**src/rtl/imem_loader_pkg.sv**
```systemverilog
// Shared types and constants for the instruction-memory loader.
// Holds the loader FSM state encoding and the word-packing geometry.
package rv_loader_pkg;

  typedef enum logic [2:0] {
    IDLE,
    HDR_LO,
    HDR_HI,
    DATA,
    WRITE,
    DONE,
    ERROR
  } loader_state_t;

  localparam int BYTES_PER_WORD  = 4;
  localparam int WORD_ADDR_SHIFT = 2;

endpackage

```
**src/rtl/imem_loader_if.sv**
```systemverilog
// Byte-stream receive channel plus instruction-memory write bus.
// The loader is the slave; the byte sender / memory side is the master.
interface imem_loader_if #(
  parameter int ADDR_W = 16
);
  logic [7:0]        rx_data;
  logic              rx_valid;
  logic              rx_ready;
  logic              imem_we;
  logic [ADDR_W-1:0] imem_addr;
  logic [31:0]       imem_wdata;

  modport master (
    output rx_data, rx_valid,
    input  rx_ready, imem_we, imem_addr, imem_wdata
  );

  modport slave (
    input  rx_data, rx_valid,
    output rx_ready, imem_we, imem_addr, imem_wdata
  );
endinterface

```
**src/rtl/imem_loader_word_packer.sv**
```systemverilog
// Little-endian byte-to-word assembler: byte k of a word lands in bits [8k+7:8k].
// word_full_o flags, combinationally, the byte that completes the current word.
module imem_word_packer
  import rv_loader_pkg::*;
(
  input  logic        clk_i,
  input  logic        reset_i,
  input  logic [7:0]  byte_i,
  input  logic        byte_en_i,
  input  logic        clear_i,
  output logic [31:0] word_o,
  output logic        word_full_o
);

  localparam logic [1:0] LAST_IDX = 2'(BYTES_PER_WORD - 1);

  logic [31:0] word_q, word_d;
  logic [1:0]  idx_q, idx_d;

  always_comb begin
    word_d = word_q;
    idx_d  = idx_q;
    if (clear_i) begin
      word_d = '0;
      idx_d  = '0;
    end else if (byte_en_i) begin
      word_d[8*idx_q +: 8] = byte_i;
      idx_d                = idx_q + 2'd1;
    end
  end

  always_ff @(posedge clk_i or negedge reset_i) begin
    if (!reset_i) begin
      word_q <= '0;
      idx_q  <= '0;
    end else begin
      word_q <= word_d;
      idx_q  <= idx_d;
    end
  end

  assign word_o      = word_q;
  assign word_full_o = byte_en_i && !clear_i && (idx_q == LAST_IDX);

endmodule

```
**src/rtl/imem_loader.sv**
```systemverilog
// Loads a length-prefixed program image into instruction memory and holds the
// core in reset until the whole image has been written.
module imem_loader
  import rv_loader_pkg::*;
#(
  parameter int          ADDR_W         = 16,
  parameter int unsigned DEPTH_WORDS    = 256,
  parameter int unsigned TIMEOUT_CYCLES = 1000000
) (
  input  logic          clk_i,
  input  logic          reset_i,
  input  logic          start_i,
  imem_loader_if.slave  bus,
  output logic          core_reset_n_o,
  output logic          busy_o,
  output logic          done_o,
  output logic          error_o,
  output logic [15:0]   word_count_o
);

  loader_state_t     state_q, state_d;
  logic [15:0]       word_idx_q, word_idx_d;
  logic [15:0]       word_count_q, word_count_d;
  logic [7:0]        n_lo_q, n_lo_d;
  logic [31:0]       tmo_q, tmo_d;
  logic [ADDR_W-1:0] addr_q, addr_d;
  logic              rx_ready_q, rx_ready_d;
  logic              we_q, we_d;
  logic              busy_q, busy_d;
  logic              done_q, done_d;
  logic              error_q, error_d;
  logic              core_rst_n_q, core_rst_n_d;

  logic        accept;
  logic        loading;
  logic        byte_en;
  logic        pack_clear;
  logic        word_full;
  logic [31:0] word;
  logic [15:0] hdr_n;

  assign accept  = bus.rx_valid && rx_ready_q;
  assign loading = (state_q == HDR_LO) || (state_q == HDR_HI) || (state_q == DATA);
  assign byte_en = accept && (state_q == DATA);
  assign hdr_n   = {bus.rx_data, n_lo_q};

  imem_word_packer u_packer (
    .clk_i       (clk_i),
    .reset_i     (reset_i),
    .byte_i      (bus.rx_data),
    .byte_en_i   (byte_en),
    .clear_i     (pack_clear),
    .word_o      (word),
    .word_full_o (word_full)
  );

  always_comb begin
    state_d      = state_q;
    word_idx_d   = word_idx_q;
    word_count_d = word_count_q;
    n_lo_d       = n_lo_q;
    tmo_d        = tmo_q;
    addr_d       = addr_q;
    pack_clear   = 1'b0;

    if (loading) tmo_d = accept ? 32'd0 : tmo_q + 32'd1;

    unique case (state_q)
      IDLE, DONE, ERROR: begin
        if (start_i) begin
          state_d    = HDR_LO;
          word_idx_d = '0;
          tmo_d      = '0;
          pack_clear = 1'b1;
        end
      end
      HDR_LO: if (accept) begin
        n_lo_d  = bus.rx_data;
        state_d = HDR_HI;
      end
      HDR_HI: if (accept) begin
        word_count_d = hdr_n;
        state_d = (hdr_n == 16'd0 || 32'(hdr_n) > DEPTH_WORDS) ? ERROR : DATA;
      end
      DATA: if (word_full) begin
        state_d = WRITE;
        addr_d  = ADDR_W'(32'(word_idx_q) << WORD_ADDR_SHIFT);
      end
      WRITE: begin
        word_idx_d = word_idx_q + 16'd1;
        state_d    = (word_idx_d == word_count_q) ? DONE : DATA;
      end
      default: state_d = IDLE;
    endcase

    // Silence timeout wins over everything; any half-built word is dropped.
    if (loading && !accept && TIMEOUT_CYCLES != 0 && tmo_d == TIMEOUT_CYCLES) begin
      state_d    = ERROR;
      pack_clear = 1'b1;
    end

    rx_ready_d   = (state_d == HDR_LO) || (state_d == HDR_HI) || (state_d == DATA);
    busy_d       = rx_ready_d || (state_d == WRITE);
    we_d         = (state_d == WRITE);
    done_d       = (state_d == DONE);
    error_d      = (state_d == ERROR);
    core_rst_n_d = (state_d == DONE);
  end

  always_ff @(posedge clk_i or negedge reset_i) begin
    if (!reset_i) begin
      state_q      <= IDLE;
      word_idx_q   <= '0;
      word_count_q <= '0;
      n_lo_q       <= '0;
      tmo_q        <= '0;
      addr_q       <= '0;
      rx_ready_q   <= 1'b0;
      we_q         <= 1'b0;
      busy_q       <= 1'b0;
      done_q       <= 1'b0;
      error_q      <= 1'b0;
      core_rst_n_q <= 1'b0;
    end else begin
      state_q      <= state_d;
      word_idx_q   <= word_idx_d;
      word_count_q <= word_count_d;
      n_lo_q       <= n_lo_d;
      tmo_q        <= tmo_d;
      addr_q       <= addr_d;
      rx_ready_q   <= rx_ready_d;
      we_q         <= we_d;
      busy_q       <= busy_d;
      done_q       <= done_d;
      error_q      <= error_d;
      core_rst_n_q <= core_rst_n_d;
    end
  end

  assign bus.rx_ready   = rx_ready_q;
  assign bus.imem_we    = we_q;
  assign bus.imem_addr  = addr_q;
  assign bus.imem_wdata = word;
  assign core_reset_n_o = core_rst_n_q;
  assign busy_o         = busy_q;
  assign done_o         = done_q;
  assign error_o        = error_q;
  assign word_count_o   = word_count_q;

endmodule

```
**src/flat_wrapper.sv**
```systemverilog
// flat-port wrapper written by rule: the top's interface ports become plain ports
module imem_loader_flat import rv_loader_pkg::*;
#(
  parameter int          ADDR_W         = 16,
  parameter int unsigned DEPTH_WORDS    = 256,
  parameter int unsigned TIMEOUT_CYCLES = 1000000
)
  (clk_i, reset_i, start_i, core_reset_n_o, busy_o, done_o, error_o, word_count_o, bus_rx_data, bus_rx_valid, bus_rx_ready, bus_imem_we, bus_imem_addr, bus_imem_wdata);
  imem_loader_if #(.ADDR_W(ADDR_W)) bus_i ();
  input  logic clk_i;
  input  logic reset_i;
  input  logic start_i;
  output logic core_reset_n_o;
  output logic busy_o;
  output logic done_o;
  output logic error_o;
  output logic [15:0] word_count_o;
  input wire logic [$bits(bus_i.rx_data)-1:0] bus_rx_data;
  input wire logic [$bits(bus_i.rx_valid)-1:0] bus_rx_valid;
  output wire logic [$bits(bus_i.rx_ready)-1:0] bus_rx_ready;
  output wire logic [$bits(bus_i.imem_we)-1:0] bus_imem_we;
  output wire logic [$bits(bus_i.imem_addr)-1:0] bus_imem_addr;
  output wire logic [$bits(bus_i.imem_wdata)-1:0] bus_imem_wdata;
  assign bus_i.rx_data = bus_rx_data;
  assign bus_i.rx_valid = bus_rx_valid;
  assign bus_rx_ready = bus_i.rx_ready;
  assign bus_imem_we = bus_i.imem_we;
  assign bus_imem_addr = bus_i.imem_addr;
  assign bus_imem_wdata = bus_i.imem_wdata;
  imem_loader #(.ADDR_W(ADDR_W), .DEPTH_WORDS(DEPTH_WORDS), .TIMEOUT_CYCLES(TIMEOUT_CYCLES)) u_core (.clk_i(clk_i), .reset_i(reset_i), .start_i(start_i), .bus(bus_i), .core_reset_n_o(core_reset_n_o), .busy_o(busy_o), .done_o(done_o), .error_o(error_o), .word_count_o(word_count_o));
endmodule
```
**config.mk**
```make
export PLATFORM = sky130hd
export DESIGN_NAME = imem_loader_flat
export DESIGN_NICKNAME = d
export VERILOG_FILES = /design/src/rtl/imem_loader_pkg.sv /design/src/rtl/imem_loader_if.sv /design/src/rtl/imem_loader_word_packer.sv /design/src/rtl/imem_loader.sv /design/src/flat_wrapper.sv
export SDC_FILE = /design/constraint.sdc
export NUM_CORES = 1
export LEC_CHECK = 0
export ABC_AREA = 1
export CAP_MARGIN = 20
export CORE_UTILIZATION = 30
export CTS_CLUSTER_SIZE = 10
export DETAILED_ROUTE_END_ITERATION = 7
export SYNTH_ARGS = -nofsm -noshare
export SYNTH_HDL_FRONTEND = slang
export SYNTH_HIERARCHICAL = 1
export SYNTH_SLANG_ARGS = --single-unit
```
**constraint.sdc**
```tcl
create_clock -name clk_i -period 4.2 [get_ports clk_i]
set_input_delay 1.26 -clock clk_i [delete_from_list [all_inputs] [get_ports clk_i]]
set_output_delay 1.26 -clock clk_i [all_outputs]
set_load 0.02 [all_outputs]
```
==> metrics <==
Power Total=about 4.7 mW; max cap viols=0; multi-input logic area=around 3300 sq um; Least-Margin Pin Slew=711 ps; cell row count=56; Hold Path Sink=u_core/bus.imem_addr[6]; Leak=around 4.4 nW; Die ar.=around 25000 sq um; first-pass GRT wire length=about 31000 um; worst r2r path cells=22; vias per cell=4.61; root buf cell=clkbuf_16; fin crit period=between 3000 and 4000 ps; fill count=roughly 2.4k; CP endpoint kind=flop; register area=roughly 3200 sq um; Remaining Overflow, GRT=0; Final period util=86.9%; EDFF count, synth=0; worst hold stages=2; Synth Instances=976; Cell variety after synth=40; synth warn=6; PwrDens=~530 nW/um^2; slowest CP cell=clkdlybuf4s50_1; unrepaired setup endpoints after global routing=false; Inserted Clock Buffers=17; worst path required time=roughly 4600 ps; Synth Register Bits=between 100 and 150; Main synth FF type=dfrtp_1; Nets=around 1.1k; commonest cells in the netlist=312 x nand2_1, 146 x inv_1, 128 x dfrtp_1, 87 x nor2_1, 83 x nand3_1; Core Area=~23000 sq um; HP Start=u_core/bus.imem_addr[6]; number of port buffers=between 70 and 80; Die Wd=around 160 um; pin count of the biggest net entering global routing=80; most used cell, CP=nand2_1; CTS max path bufs=2; starting density of the core=between 30% and 40%; post-synth top area share=44.5%; capturing point of the worst reg2reg path=u_core/busy_o; count leader, synth=nand2_1; gpl congestion=just under 0.9; area leader, netlist=dfrtp_1; Iteration-0 DRC Markers=about 430; Num Clock Sinks=between 100 and 150; Setup Viol. Count Final=0; setup TNS=0 ps; path category of the worst min-delay check=flop to flop; Slew HR=roughly 53%; hold-fix buffer count after cts=0; Clk Latency, worst-skew pair=~420 ps; Die Ht=around 160 um; dpl cell area=roughly 8300 sq um; residual DRC count=0; VDD IR max=around 0.3 mV; crit-path cells=clkdlybuf4s50_1 > nand2_1 > inv_1 > nand2_2 > nand2_4 > inv_6 > nand2_1 > nor2_2 > nand2_1 > nor2_2 > nand3_2 > nor2_4 > nand2_4 > nand2_1 > inv_2 > nand3_2 > inv_1 > nand2_1 > nand2_1 > a31oi_1 > nand2_1 > a21oi_1 > nand2_2 > nand2_1; mean area per synthesized cell=7.37 sq um; outcome=finished, final reports clean; initial antenna violation count=1; number of global-route vias before repair=approximately 6k; area delta synth->final=24.5%; Post-CTS Resized=0; largest fanout on the critical path=26; max incr delay on CP=about 400 ps; sequential area share after synthesis=approximately 45%; DR WL/cell=between 10 and 15 um; Post-DP HPWL=between 10000 and 15000 um; top post-synthesis cells by area=dfrtp_1 45%, nand2_1 16%, inv_1 7.6%, nand3_1 5.8%, nor2_1 4.5%; layout cells sized above 1=10.6%; worst r2r src=u_core/state_q[0]; number of detailed-route iterations in the first pass=5; Synth async-reset ratio=100%; critical path class=input port to flop; DRT Wirelength=19100 um; Slew Viols, Final=0; Via Count=approximately 6.4k; Tot GR Track Use=between 10% and 20%; Worst-path clk slew=around 50 ps; Final Cell Area=between 8000 and 9000 sq um; Hold Fails Final Rpt=0; final clock skew=roughly 14 ps; synthesized area=~7200 sq um; Top Ports=82; htree depth=4; Arrival @ worst endpoint=about 4000 ps; maximum clock rate=274 MHz; Place WS=between 100 and 150 ps; setup bufs post-CTS=0; CTS tree=done; nature of the critical path startpoint=input port; setup ws final=548 ps; reg2reg setup slack=810 ps; Detail Route Antenna Nets=0
-- through the flow --
step	instances	util [%]	hold slack, ps
after floorplan	977	-	453
after global placement	1364	35.5	467
after detailed placement	1364	35.5	465
after CTS	1395	38.1	489
after global routing	1396	38.1	505
final	1396	38.1	482
-- worst max-delay path: cells and delay by family --
| kind | cells | cell delay [ps] |
|---|---|---|
| AOI/OAI and AO/OA | 2 | 330 |
| buffers and inverters | 5 | 810 |
| and+or+nand+nor | 17 | 1590 |
-- power by group --
part	internal (mW)	total [mW]	switching, mW
clock	0.961	1.55	0.588
combinational	0.543	1.55	1.01
sequential	1.43	1.64	0.214
-- layout by cell type (no fill, tap or decap), types with 2 or more instances in the layout --
master / n
dfrtp_1: 128
nor2_1: 87
nand2_4: 5
clkbuf_16: 17
nand3b_1: 3
nand3_2: 19
nor3_1: 3
inv_1: 146
o21ai_0: 61
xor2_1: 3
nand2_1: 312
o21ai_2: 2
clkdlybuf4s50_1: 78
a21oi_2: 5
nor2_2: 15
nand3_1: 83
inv_2: 6
a21oi_1: 7
clkinv_4: 4
bufinv_16: 3
conb_1: 2
inv_6: 5
nor2_4: 8
o21ai_1: 2
o22ai_1: 11
nand2_2: 6
nand4_1: 22
nand3_4: 2
ha_1: 7
buf_4: 7
or2_2: 3
-- worst max path at each step --
stage	startpoint	end	slack [ps]	cells after the start
4_1_cts	bus_rx_valid	u_core/busy_o	570	24
3_3_place_gp	bus_rx_valid	u_core/busy_o	180	24
5_1_grt	bus_rx_valid	u_core/bus.rx_ready	240	24
6_report	bus_rx_valid	u_core/busy_o	550	24
3_5_place_dp	bus_rx_valid	u_core/busy_o	140	24
2_1_floorplan	bus_rx_valid	u_core/bus.imem_addr[2]	630	20
-- kinds of logic after synthesis --
logic type	synth area share (%)
DFF	44.5
other	0.0522
and+or+nand+nor	36.6
adders and majority gates	1.22
xor gates and xnor gates	0.487
buffers and inverters	9.90
AOI/OAI and AO/OA	7.22
-- registers in the layout, summed over array words and instances, names as in the netlist --
register / flops
u_core/bus.imem_we: 1
u_core/u_packer/idx_q: 2
u_core/bus.rx_ready: 1
u_core/core_reset_n_o: 1
u_core/bus.imem_addr: 14
u_core/n_lo_q: 8
u_core/state_q: 3
u_core/busy_o: 1
u_core/u_packer/word_o: 32
u_core/word_count_o: 16
u_core/error_o: 1
u_core/word_idx_q: 16
u_core/tmo_q: 32
-- cell type report --
class	count	area share (%)
Clock inverter	13	2.00
Clock buffer	18	4.91
Inverter	154	6.51
Sequential cell	128	35.8
Multi-Input combinational cell	676	36.6
Timing Repair Buffer	87	9.66
Tap cell	319	4.46
Antenna cell	1	0.0280
-- metal layers --
metal  GRT usage, %  up-vias  wire [um]
met1           21.4     3014       8920
met4           6.16        0        335
met2           26.5      154       9060
li1               -     3247          -
met5              0        -          0
met3           3.43       21        741
Power figures use the tool's default switching activity.
